### src/rtl/memory_cycle_stage.sv
// Memory stage of the pipeline: drives a variable-latency data memory over req/ack,
// stalls upstream while an access is pending and owns the MEM/WB register.
module memory_cycle_stage #(
  parameter int TIMEOUT = 16
) (
  input  logic        clk,
  input  logic        rst,
  input  logic        RegWriteM,
  input  logic        MemWriteM,
  input  logic [1:0]  ResultSrcM,
  input  logic [4:0]  RD_M,
  input  logic [31:0] PCPlus4M,
  input  logic [31:0] WriteDataM,
  input  logic [31:0] ALU_ResultM,
  input  logic [31:0] dmem_rdata,
  input  logic        dmem_ack,
  output logic        dmem_req,
  output logic        dmem_we,
  output logic [31:0] dmem_addr,
  output logic [31:0] dmem_wdata,
  output logic        StallM,
  output logic        RegWriteW,
  output logic [1:0]  ResultSrcW,
  output logic [4:0]  RD_W,
  output logic [31:0] PCPlus4W,
  output logic [31:0] ALU_ResultW,
  output logic [31:0] ReadDataW,
  output logic        BusErr
);

  typedef enum logic [0:0] {
    S_IDLE = 1'b0,
    S_BUSY = 1'b1
  } state_t;

  localparam int CW = (TIMEOUT > 2) ? $clog2(TIMEOUT) : 1;
  localparam logic [CW-1:0] CNT_LAST = CW'(TIMEOUT - 1);

  state_t        state_q, state_d;
  logic [CW-1:0] cnt_q, cnt_d;
  logic          req_q, req_d;
  logic          we_q, we_d;
  logic [31:0]   addr_q, addr_d;
  logic [31:0]   wdata_q, wdata_d;
  logic          regwrite_q, regwrite_d;
  logic [1:0]    resultsrc_q, resultsrc_d;
  logic [4:0]    rd_q, rd_d;
  logic [31:0]   pc4_q, pc4_d;
  logic [31:0]   alu_q, alu_d;
  logic [31:0]   rdata_q, rdata_d;
  logic          buserr_q, buserr_d;
  logic          stall_s;
  logic          mem_op_s;
  logic          timeout_s;

  assign mem_op_s  = MemWriteM | (ResultSrcM == 2'b01);
  assign timeout_s = (TIMEOUT != 0) && (cnt_q == CNT_LAST);

  // Next-state, memory request and MEM/WB register update
  always_comb begin
    state_d     = state_q;
    cnt_d       = cnt_q;
    req_d       = req_q;
    we_d        = we_q;
    addr_d      = addr_q;
    wdata_d     = wdata_q;
    buserr_d    = buserr_q;
    stall_s     = 1'b0;
    // W fields default to a bubble
    regwrite_d  = 1'b0;
    resultsrc_d = 2'b00;
    rd_d        = 5'd0;
    pc4_d       = 32'd0;
    alu_d       = 32'd0;
    rdata_d     = 32'd0;
    case (state_q)
      S_IDLE: begin
        if (mem_op_s) begin
          stall_s = 1'b1;
          req_d   = 1'b1;
          we_d    = MemWriteM;
          addr_d  = {ALU_ResultM[31:2], 2'b00};
          wdata_d = WriteDataM;
          cnt_d   = {CW{1'b0}};
          state_d = S_BUSY;
        end else begin
          regwrite_d  = RegWriteM;
          resultsrc_d = ResultSrcM;
          rd_d        = RD_M;
          pc4_d       = PCPlus4M;
          alu_d       = ALU_ResultM;
        end
      end
      S_BUSY: begin
        if (dmem_ack) begin
          regwrite_d  = RegWriteM;
          resultsrc_d = ResultSrcM;
          rd_d        = RD_M;
          pc4_d       = PCPlus4M;
          alu_d       = ALU_ResultM;
          rdata_d     = we_q ? 32'd0 : dmem_rdata;
          req_d       = 1'b0;
          cnt_d       = {CW{1'b0}};
          state_d     = S_IDLE;
        end else if (timeout_s) begin
          // Abandon the access: retire the instruction without a register write
          resultsrc_d = ResultSrcM;
          rd_d        = RD_M;
          pc4_d       = PCPlus4M;
          alu_d       = ALU_ResultM;
          buserr_d    = 1'b1;
          req_d       = 1'b0;
          cnt_d       = {CW{1'b0}};
          state_d     = S_IDLE;
        end else begin
          stall_s = 1'b1;
          cnt_d   = cnt_q + CW'(1);
        end
      end
      default: begin
        req_d   = 1'b0;
        cnt_d   = {CW{1'b0}};
        state_d = S_IDLE;
      end
    endcase
  end

  // State and output registers with synchronous active-low reset
  always_ff @(posedge clk) begin
    if (!rst) begin
      state_q     <= S_IDLE;
      cnt_q       <= {CW{1'b0}};
      req_q       <= 1'b0;
      we_q        <= 1'b0;
      addr_q      <= 32'd0;
      wdata_q     <= 32'd0;
      regwrite_q  <= 1'b0;
      resultsrc_q <= 2'b00;
      rd_q        <= 5'd0;
      pc4_q       <= 32'd0;
      alu_q       <= 32'd0;
      rdata_q     <= 32'd0;
      buserr_q    <= 1'b0;
    end else begin
      state_q     <= state_d;
      cnt_q       <= cnt_d;
      req_q       <= req_d;
      we_q        <= we_d;
      addr_q      <= addr_d;
      wdata_q     <= wdata_d;
      regwrite_q  <= regwrite_d;
      resultsrc_q <= resultsrc_d;
      rd_q        <= rd_d;
      pc4_q       <= pc4_d;
      alu_q       <= alu_d;
      rdata_q     <= rdata_d;
      buserr_q    <= buserr_d;
    end
  end

  // Stall is held low while reset is asserted so upstream never freezes during reset
  assign StallM      = stall_s & rst;
  assign dmem_req    = req_q;
  assign dmem_we     = we_q;
  assign dmem_addr   = addr_q;
  assign dmem_wdata  = wdata_q;
  assign RegWriteW   = regwrite_q;
  assign ResultSrcW  = resultsrc_q;
  assign RD_W        = rd_q;
  assign PCPlus4W    = pc4_q;
  assign ALU_ResultW = alu_q;
  assign ReadDataW   = rdata_q;
  assign BusErr      = buserr_q;

endmodule

### config.mk
export PLATFORM = sky130hd
export DESIGN_NAME = memory_cycle_stage
export DESIGN_NICKNAME = d
export VERILOG_FILES = /design/src/rtl/memory_cycle_stage.sv
export SDC_FILE = /design/constraint.sdc
export NUM_CORES = 1
export LEC_CHECK = 0
export CAP_MARGIN = 30
export CORE_ASPECT_RATIO = 1.5
export CORE_MARGIN = 5
export CORE_UTILIZATION = 43
export CTS_BUF_LIST = sky130_fd_sc_hd__clkbuf_8
export DETAILED_ROUTE_END_ITERATION = 7
export HOLD_SLACK_MARGIN = 0.08
export PLACE_DENSITY = 0.87
export SETUP_SLACK_MARGIN = 0.15
export SYNTH_ARGS = -nofsm -noshare
export SYNTH_HDL_FRONTEND = slang
export SYNTH_SLANG_ARGS = --single-unit
### constraint.sdc
create_clock -name clk -period 2.18 [get_ports clk]
set_input_delay 0.218 -clock clk [delete_from_list [all_inputs] [get_ports clk]]
set_output_delay 0.218 -clock clk [all_outputs]
set_load 0.03 [all_outputs]
==> impl_metrics.yaml <==
critical_path:
  rrSetupSlack_ns: 0.70
  critPathCapture: "StallM"
  critPathMaxFanout: 5
  r2r_end: "ALU_ResultW[24]"
  critPathKind: "flip-flop to primary output"
  cp-startpoint: "cnt_q[0]"
  worstPathRequired_ns: 1.96
  cp-end-kind: "primary output"
  r2r_start: "cnt_q[0]"
  cp.arrival_ns: 1.65
  r2r_cells: 5
  cp-start-kind: "flip-flop"
floorplan:
  core_region_area_um2: 13400
  io_pins: 312
  start_util_pct: 43.4
  num_rows: 52
  die_h_um: 152
  die_area_um2: 16000
  die_x_um: 105
synthesis:
  synth_flop_cell: "dfxtp_1"
  synth_commonest_cells: "dfxtp_1, nand2_1, nor3b_1"
  netlist_area_um2: 5810
  ys_warn_count: 0
  synth_cell_types: 33
  synth_edf_count: 0
  syn_inst: 542
  ys_ff_latch: 174
  synth.top_cell.area_share_pct: 59.9
  yosysMostFrequentCell: "dfxtp_1"
  yosysSeqAreaShare_pct: 59.9
  synth_area_leaders: "dfxtp_1, mux2i_1, nor3b_1, nand2_1, and2_1"
  synthArstFlopShare_pct: 0
  synth_top_area_cell: "dfxtp_1"
  synth_area_per_cell_um2: 10.7
timing:
  hold_viol: 0
  finalMaxSlewViolations: 0
  fmax_ghz: 0.535
  setup_violations: 0
  fin_crit_sh_pct: 85.8
  grt_setup_unrepaired: "no"
  fin_skew_ns: 0.0149
  min_period_ns: 1.87
  finalSetupTns_ns: 0
cts:
  cts_buffers: 17
  clock-root-buffer: "clkbuf_8"
  ctsHoldBuffers: 0
  clock_latency_ns: 0.44
  cts.sink_count: 174
  htree_levels: 4
  cts_tree: "done"
  clkTransAtPathRegs_ns: 0.09
  clk_path_buf_depth: 2
place:
  placed_area_um2: 8960
  dpl.hpwl_um: 12300
  gp_congestion: 0.847
  portBuffers: 309
power:
  power.leakage_nw: 3.67
  vdd.ir_drop.worst_v: 0.000492
  p_per_area_nw_per_um2: 761
routing:
  avgViaCountPerCell: 4.71
  wl_per_cell_um: 16.1
  drc: 0
  drt_iter0_drc: 113
  drt.antenna.violating_nets: 0
  routed_wirelength_um: 16300
  drtPass1Iterations: 4
  routed-via-count: 4780
final_layout:
  area_growth_pct: 61.4
  num-fill-cells: 1002
  diodes: 0
  final-seq-area_um2: 3480
  multi_input_area_um2: 2080
  drive_above_1_share_pct: 5.52
  final_cell_area_um2: 9380
  fin_nets: 980
global_route:
  grt_max_degree: 73
  grt_pass1_vias: 4745
  grt_pass1_wl_um: 25700
  antenna_found_initial: 1
  grt.total_usage_pct: 20.0
  grt-ovfl-total: 0
run_status:
  status: "completed"
job:
  max_cap_viol_count: 0
min_path:
  timing.hold.worst.start: "rst"
  worstHoldPathType: "input port to flip-flop"
[power breakdown]
part	internal (mW)	switching (mW)	leakage (nW)	total [mW]
clock network	0.964	1.26	0.200	2.23
registers	3.37	0.0746	1.43	3.44
logic	0.702	0.765	2.04	1.47
[critical path, stage by stage (launching register included)]
cell and delay, ns:
dfxtp_1 0.39, ha_1 0.21, and3_4 0.23, nor2_4 0.05
o21a_1 0.20, buf_6 0.14
[stage by stage]
step,setup WS [ns],util (%),cells,power (mW),hold slack (ns)
final,0.311,70.0,1014,7.14,0.178
after global routing,0.184,70.0,1014,7.48,0.158
after CTS,0.191,69.9,1014,7.23,0.150
after detailed placement,0.208,66.9,982,5.00,0.447
after global placement,0.267,66.9,982,4.98,0.441
after floorplan,0.685,-,543,4.29,0.332
[sequential cells by signal, summed over array words and instances (netlist names)]
name and count:
ResultSrcW 2, cnt_q 4, dmem_wdata 32, RD_W 5, RegWriteW 1, BusErr 1, PCPlus4W 32, ReadDataW 32
state_q 1, dmem_addr 30, ALU_ResultW 32, dmem_req 1, dmem_we 1
[cell type report]
cell class | count | share of cell area [%]
well taps | 162 | 2.16
repair buffers | 318 | 34.1
multi-input cells | 326 | 22.2
flip-flops and latches | 174 | 37.1
clock buffers | 17 | 2.49
clock inverters | 15 | 1.85
inverters | 2 | 0.0800
[cells in the final DEF (no fill, tap or decap), drive strengths merged, types with 2 or more instances in the layout]
cell type and n:
clkdlybuf4s50 307, dfxtp 174, nand2 125, nor3b 71, mux2i 62, and2 33
clkbuf 17, buf 11, inv 9, nor2 5, a21oi 5, clkinv 5
nand2b 3, nand3 3, o21a 2, or3 2, o21ai 2, conb 2
clkinvlp 2, a31oi 2
[worst min path at each step]
| stage | end | slack [ns] | cells after the start |
|---|---|---|---|
| CTS | dmem_req | 0.15 | 2 |
| detailed placement | dmem_wdata[15] | 0.45 | 2 |
| floorplan | RegWriteW | 0.33 | 2 |
| global placement | dmem_addr[6] | 0.44 | 2 |
| finish | dmem_req | 0.18 | 2 |
| global route | dmem_req | 0.16 | 2 |
[cell families (layout without fill, tap and decap cells)]
group / Yosys count / count (layout) / synth area share [%]
muxes: 62 / 62 / 10.7
AOI/OAI and AO/OA: 15 / 15 / 2.00
and+or+nand+nor: 246 / 246 / 22.5
DFF: 174 / 174 / 59.9
other: 1 / 2 / 0.0645
buffers and inverters: 43 / 352 / 4.63
adders and majority gates: 1 / 1 / 0.215
[routing by layer]
metal	global-route usage (%)	vias up	routed length, um
met2	35.4	208	8440
met5	0	-	11
met3	7.76	31	1340
met4	7.86	2	447
met1	21.0	2174	6100
li1	-	2365	-
[what timing repair did]
item / CTS / global route
endpoints found under the setup margin: 0 / 1
setup buffers: 0 / 0
gates resized for setup: 0 / 3
No activity file was read; power rests on OpenSTA's default activity.
